File: src/rtl/traffic_light_pkg.sv
// rtl/traffic_light_pkg.sv - state/lamp encodings and phase duration lookup (optional TRAFFIC_LIGHT_NIGHT_FLASH_EN adds FLASH)
package traffic_light_pkg;

`ifdef TRAFFIC_LIGHT_NIGHT_FLASH_EN
    typedef enum logic [2:0] {
        MAIN_GREEN  = 3'd0,
        MAIN_YELLOW = 3'd1,
        ALL_RED_A   = 3'd2,
        SIDE_GREEN  = 3'd3,
        SIDE_YELLOW = 3'd4,
        ALL_RED_B   = 3'd5,
        FLASH       = 3'd6
    } state_t;
`else
    typedef enum logic [2:0] {
        MAIN_GREEN  = 3'd0,
        MAIN_YELLOW = 3'd1,
        ALL_RED_A   = 3'd2,
        SIDE_GREEN  = 3'd3,
        SIDE_YELLOW = 3'd4,
        ALL_RED_B   = 3'd5
    } state_t;
`endif

    // Lamp vectors are {red, yellow, green}
    localparam logic [2:0] LAMP_RED    = 3'b100;
    localparam logic [2:0] LAMP_YELLOW = 3'b010;
    localparam logic [2:0] LAMP_GREEN  = 3'b001;
    localparam logic [2:0] LAMP_OFF    = 3'b000;

    // Phase length in ticks; FLASH is not timed, so any nonzero value works
    function automatic int state_dur(input state_t s, input int t_main, input int t_yel,
                                     input int t_ar, input int t_sg);
        case (s)
            MAIN_GREEN:               return t_main;
            MAIN_YELLOW, SIDE_YELLOW: return t_yel;
            ALL_RED_A, ALL_RED_B:     return t_ar;
            SIDE_GREEN:               return t_sg;
            default:                  return 1;
        endcase
    endfunction

endpackage

File: src/rtl/tl_phase_timer.sv
// rtl/tl_phase_timer.sv - tick-driven phase down-counter with load and zero flag
module tl_phase_timer #(
    parameter int              CNT_W   = 8,
    parameter logic [CNT_W-1:0] RST_VAL = '0
) (
    input  logic             clk,
    input  logic             rst_n,
    input  logic             load,
    input  logic [CNT_W-1:0] load_val,
    input  logic             tick,
    output logic             zero
);

    logic [CNT_W-1:0] cnt;

    // Load wins over counting; the count only moves on ticks and parks at zero
    always_ff @(posedge clk) begin
        if (!rst_n) begin
            cnt <= RST_VAL;
        end else if (load) begin
            cnt <= load_val;
        end else if (tick && (cnt != '0)) begin
            cnt <= cnt - 1'b1;
        end
    end

    assign zero = (cnt == '0);

endmodule

File: src/rtl/traffic_light_ctrl.sv
// rtl/traffic_light_ctrl.sv - two-road intersection sequencer with pedestrian walk (optional TRAFFIC_LIGHT_NIGHT_FLASH_EN)
module traffic_light_ctrl
    import traffic_light_pkg::*;
#(
    parameter int T_MAIN_MIN   = 10,
    parameter int T_YELLOW     = 3,
    parameter int T_ALL_RED    = 1,
    parameter int T_SIDE_GREEN = 6,
    parameter int CNT_W        = 8
) (
    input  logic       clk,
    input  logic       rst_n,
    input  logic       tick,
    input  logic       side_req,
    input  logic       ped_req,
`ifdef TRAFFIC_LIGHT_NIGHT_FLASH_EN
    input  logic       night,
`endif
    output logic [2:0] main_lamp,
    output logic [2:0] side_lamp,
    output logic       ped_walk,
    output logic [2:0] phase
);

    state_t           state_q;
    state_t           next_state;
    logic             timer_zero;
    logic             timer_load;
    logic [CNT_W-1:0] timer_load_val;
    logic             side_pend;
    logic             ped_pend;
    logic             walk_flag;
    logic             entering_sg;
    logic             side_pend_d;
    logic             ped_pend_d;
    logic             walk_flag_d;
    logic [2:0]       main_lamp_d;
    logic [2:0]       side_lamp_d;
    logic             ped_walk_d;
`ifdef TRAFFIC_LIGHT_NIGHT_FLASH_EN
    logic             blink;
    logic             blink_d;
`endif

    tl_phase_timer #(
        .CNT_W   (CNT_W),
        .RST_VAL (CNT_W'(T_MAIN_MIN - 1))
    ) u_timer (
        .clk      (clk),
        .rst_n    (rst_n),
        .load     (timer_load),
        .load_val (timer_load_val),
        .tick     (tick),
        .zero     (timer_zero)
    );

    // Next state, timer reload, request bookkeeping and next lamp values
    always_comb begin
        next_state = state_q;
        case (state_q)
            MAIN_GREEN: begin
`ifdef TRAFFIC_LIGHT_NIGHT_FLASH_EN
                if (tick && timer_zero && (night || side_pend || ped_pend))
                    next_state = MAIN_YELLOW;
`else
                if (tick && timer_zero && (side_pend || ped_pend))
                    next_state = MAIN_YELLOW;
`endif
            end
            MAIN_YELLOW: if (tick && timer_zero) next_state = ALL_RED_A;
            ALL_RED_A: begin
`ifdef TRAFFIC_LIGHT_NIGHT_FLASH_EN
                if (tick && timer_zero) next_state = night ? FLASH : SIDE_GREEN;
`else
                if (tick && timer_zero) next_state = SIDE_GREEN;
`endif
            end
            SIDE_GREEN:  if (tick && timer_zero) next_state = SIDE_YELLOW;
            SIDE_YELLOW: if (tick && timer_zero) next_state = ALL_RED_B;
            ALL_RED_B:   if (tick && timer_zero) next_state = MAIN_GREEN;
`ifdef TRAFFIC_LIGHT_NIGHT_FLASH_EN
            FLASH:       if (tick && !night) next_state = ALL_RED_B;
`endif
            // Unknown encodings recover through a red clearance phase
            default:     next_state = ALL_RED_B;
        endcase

        // Every transition changes state, so a change is exactly a phase entry
        timer_load     = (next_state != state_q);
        timer_load_val = CNT_W'(state_dur(next_state, T_MAIN_MIN, T_YELLOW,
                                          T_ALL_RED, T_SIDE_GREEN) - 1);

        // Requests on the serving edge count as served
        entering_sg = timer_load && (next_state == SIDE_GREEN);
        side_pend_d = entering_sg ? 1'b0 : (side_pend | side_req);
        ped_pend_d  = entering_sg ? 1'b0 : (ped_pend | ped_req);
        walk_flag_d = entering_sg ? (ped_pend | ped_req) : walk_flag;

`ifdef TRAFFIC_LIGHT_NIGHT_FLASH_EN
        blink_d = blink;
        if (timer_load && (next_state == FLASH))
            blink_d = 1'b1;
        else if ((state_q == FLASH) && tick)
            blink_d = ~blink;
`endif

        main_lamp_d = LAMP_RED;
        side_lamp_d = LAMP_RED;
        ped_walk_d  = 1'b0;
        case (next_state)
            MAIN_GREEN:  main_lamp_d = LAMP_GREEN;
            MAIN_YELLOW: main_lamp_d = LAMP_YELLOW;
            SIDE_GREEN: begin
                side_lamp_d = LAMP_GREEN;
                ped_walk_d  = walk_flag_d;
            end
            SIDE_YELLOW: side_lamp_d = LAMP_YELLOW;
`ifdef TRAFFIC_LIGHT_NIGHT_FLASH_EN
            FLASH: begin
                main_lamp_d = blink_d ? LAMP_YELLOW : LAMP_OFF;
                side_lamp_d = blink_d ? LAMP_RED : LAMP_OFF;
            end
`endif
            default: ;
        endcase
    end

    // State, request latches and registered lamp outputs
    always_ff @(posedge clk) begin
        if (!rst_n) begin
            state_q   <= MAIN_GREEN;
            side_pend <= 1'b0;
            ped_pend  <= 1'b0;
            walk_flag <= 1'b0;
            main_lamp <= LAMP_GREEN;
            side_lamp <= LAMP_RED;
            ped_walk  <= 1'b0;
`ifdef TRAFFIC_LIGHT_NIGHT_FLASH_EN
            blink     <= 1'b1;
`endif
        end else begin
            state_q   <= next_state;
            side_pend <= side_pend_d;
            ped_pend  <= ped_pend_d;
            walk_flag <= walk_flag_d;
            main_lamp <= main_lamp_d;
            side_lamp <= side_lamp_d;
            ped_walk  <= ped_walk_d;
`ifdef TRAFFIC_LIGHT_NIGHT_FLASH_EN
            blink     <= blink_d;
`endif
        end
    end

    assign phase = state_q;

endmodule

File: config.mk
export PLATFORM = sky130hd
export DESIGN_NAME = traffic_light_ctrl
export DESIGN_NICKNAME = d
export VERILOG_FILES = /design/src/rtl/traffic_light_pkg.sv /design/src/rtl/tl_phase_timer.sv /design/src/rtl/traffic_light_ctrl.sv
export SDC_FILE = /design/constraint.sdc
export NUM_CORES = 1
export LEC_CHECK = 0
export ABC_CLOCK_PERIOD_IN_PS = 2750
export BUFFER_PORTS_ARGS = -buffer_cell sky130_fd_sc_hd__buf_2
export CAP_MARGIN = 20
export CORE_MARGIN = 10
export CORE_UTILIZATION = 25
export DETAILED_ROUTE_END_ITERATION = 7
export GPL_TIMING_DRIVEN = 0
export PLACE_DENSITY = 0.43
export SYNTH_ARGS = -nofsm -noshare
export SYNTH_HDL_FRONTEND = slang
export SYNTH_HIERARCHICAL = 1
export SYNTH_SLANG_ARGS = --single-unit
File: constraint.sdc
create_clock -name clk -period 2.75 [get_ports clk]
set_input_delay 0.275 -clock clk [delete_from_list [all_inputs] [get_ports clk]]
set_output_delay 0.275 -clock clk [all_outputs]
set_load 0.03 [all_outputs]
==> flow_metrics.tcl <==
set metrics [dict create \
    status "complete, no violations" \
    ir_drop_mv 0.245 \
    seqCellArea_um2 420 \
    p_seq_frac 0.538 \
    leakage_uw 0.000543 \
    place_congestion 0.756 \
    crit_arrival_ns 2.65 \
    htree_levels 1 \
    grt_pass1_vias 1054 \
    insertion_delay_ns 0.26 \
    layout_commonest_cell "dfxtp_1" \
    initial_utilization 0.255 \
    io_pins 15 \
    syn_inst 140 \
    synth-async-reset-ratio 0 \
    fp.dieArea_mm2 0.00791 \
    via_per_inst 4.92 \
    cp.required_ns 2.90 \
    skew_ns 0.00229 \
    drtIter0Drc 37 \
    cts_root_buf "clkbuf_8" \
    slowest_stage "or3b_2" \
    grt_usage 0.0772 \
    path_cells "inv_1, ha_1, or3b_2, nor2_4, o211ai_1, a22oi_1, ha_1, inv_1, a21boi_0, o211ai_1" \
    setup_viol 0 \
    synth_edf_count 0 \
    nNetsFinal 170 \
    ys_seq_area_frac 0.354 \
    period_share 0.909 \
    io_buffers 14 \
    vias 1057 \
    min_period_ns 2.50 \
    drcViolationCount 0 \
    fill_cells 490 \
    clock.fmax_mhz 400 \
    criticalPathCategory "flop to flop" \
    power.density_mw_per_mm2 432 \
    wl_um 2820 \
    grt_max_degree 14 \
    antennaDiodeCount 0 \
    fin_hold_ws_ns 0.260 \
    cts_buffer_depth 2 \
    yosysWarningCount 6 \
    wl_met1_um 1330 \
    synth_area_per_cell_um2 8.48 \
    dr_wl_met3_um 163 \
    routedWlPerCell_um 13.1 \
    clock-sinks 21 \
    synth_top_cell_by_area "dfxtp_1" \
    multiInputGateArea_um2 724 \
    highest_layer "met4" \
    synthTopCellsByArea "dfxtp_1, nor2_1, o21ai_0, ha_1, nand2b_1" \
    coreArea_mm2 0.00466 \
    yosysUniqueCellTypes 48 \
    power_switching_uw 156 \
    synth_top_area_share 0.354 \
    final_cells 215 \
    drive_above_1_share 0.217 \
    tightest_slew_ns 0.583 \
    maxSlewHeadroom 0.610 \
    internal-power_uw 445 \
    placementRows 25 \
    cts_tree "built" \
    final_cell_mix "dfxtp_1, buf_2, nor2_1" \
    path_clk_slew_ns 0.08 \
    place_hpwl_um 2100 \
    cp_num_buf_inv 2 \
    cts_inserted_buffers 3 \
    dieHeight_um 88.9 \
    die_width_um 88.9 \
    finalHoldViolCount 0 \
    combPwrFrac 0.119 \
    rsz0062_at_grt "no" \
    dr_wl_met2_um 1300 \
    worstHoldPathType "input pin to flop" \
    power_frac_clock 0.344 \
    overflow 0 \
    ys_seq_elements 21 \
    max_stage_delay_ns 0.50 \
    grt_pass1_wl_um 4860 \
    drtPass1Iterations 4 \
    drv_slew 0 \
    cap_violations 0 \
    endpoint_kind "flop" \
    critPathMaxFanout 8 \
    syn_area_mm2 0.00119 \
    area_delta_synth_final_pct 17.3 \
    startpoint_type "flop" \
    yosys_most_used_dff "dfxtp_1" \
    dp.cells 211 \
    crit_family "compound AO/OA/AOI/OAI gates" \
    postRouteAntennaNets 0 \
    p_sw_frac 0.259 \
    antenna_found_initial 0 \
]
power by group through the flow:
stage          Combinational [uW]  Sequential [uW]  Clock (uW)
5_1_grt                      80.8              325         234
4_1_cts                      69.9              323         216
6_report                     71.4              323         207
3_5_place_dp                 68.8              331           0
2_1_floorplan                50.7              329           0
3_3_place_gp                 69.8              330           0
registers in the layout (all words and copies together), names as in the netlist:
| register | cells |
|---|---|
| u_timer/cnt | 8 |
| main_lamp | 3 |
| phase | 3 |
| side_lamp | 3 |
| ped_pend | 1 |
| ped_walk | 1 |
| side_pend | 1 |
| walk_flag | 1 |
layer usage:
metal,GRT usage,vias up
met1,0.0907,481
met3,0.0319,4
met5,0,-
li1,-,557
met4,0.0220,0
met2,0.126,15
cell type report:
type,count,share of cell area
multi-input combinational,109,0.520
sequential,21,0.302
timing repair buffer,14,0.0503
tap,54,0.0485
clock buffer,3,0.0296
buffer,5,0.0234
inverter,8,0.0225
clock inverter,1,0.00359
cell families (layout without fill, tap and decap cells):
kind of cell,count (synthesis),after routing,synth area share
AOI/OAI and AO/OA,37,37,0.210
xor gates and xnor gates,4,4,0.0295
adders and majority gates,3,3,0.0316
buffers and inverters,13,31,0.0516
DFF,21,21,0.354
muxes,4,4,0.0348
other,1,4,0.00316
and+or+nand+nor,57,57,0.286
synth_stat cells, types with 4 or more instances:
library cell	instances
a21oi_1	6
a31oi_1	5
dfxtp_1	21
inv_1	7
nand2_1	6
nand2b_1	6
nand3_1	4
nor2_1	11
nor2b_1	4
nor3_1	6
o211ai_1	4
o21ai_0	8
worst paths after layout:
kind / start / to / slack, ns / cells after the start
min reg2reg: walk_flag / ped_walk / 0.50 / 2
max: u_timer/cnt[0] / u_timer/cnt[3] / 0.25 / 10
max reg2reg: u_timer/cnt[0] / u_timer/cnt[3] / 0.25 / 10
min: rst_n / main_lamp[0] / 0.26 / 2
through the flow:
stage	setup WS (ns)	setup TNS, ns	utilization	power (uW)	area [um^2]
after floorplan	0.274	0	-	379	1200
after global placement	-0.322	-2.06	0.287	400	1340
after detailed placement	-0.291	-1.78	0.287	399	1340
after CTS	0.000693	0	0.297	609	1390
after global routing	0.0534	0	0.299	640	1390
final	0.250	0	0.299	601	1390
repair_timing:
| action | CTS | global route |
|---|---|---|
| setup buffers | 0 | 0 |
| hold buffers | 0 | 0 |
| setup endpoints to repair | 8 | 8 |
| gates resized for setup | 2 | 3 |
| hold endpoints to repair | 0 | 0 |
No activity file was read; power rests on OpenSTA's default activity.
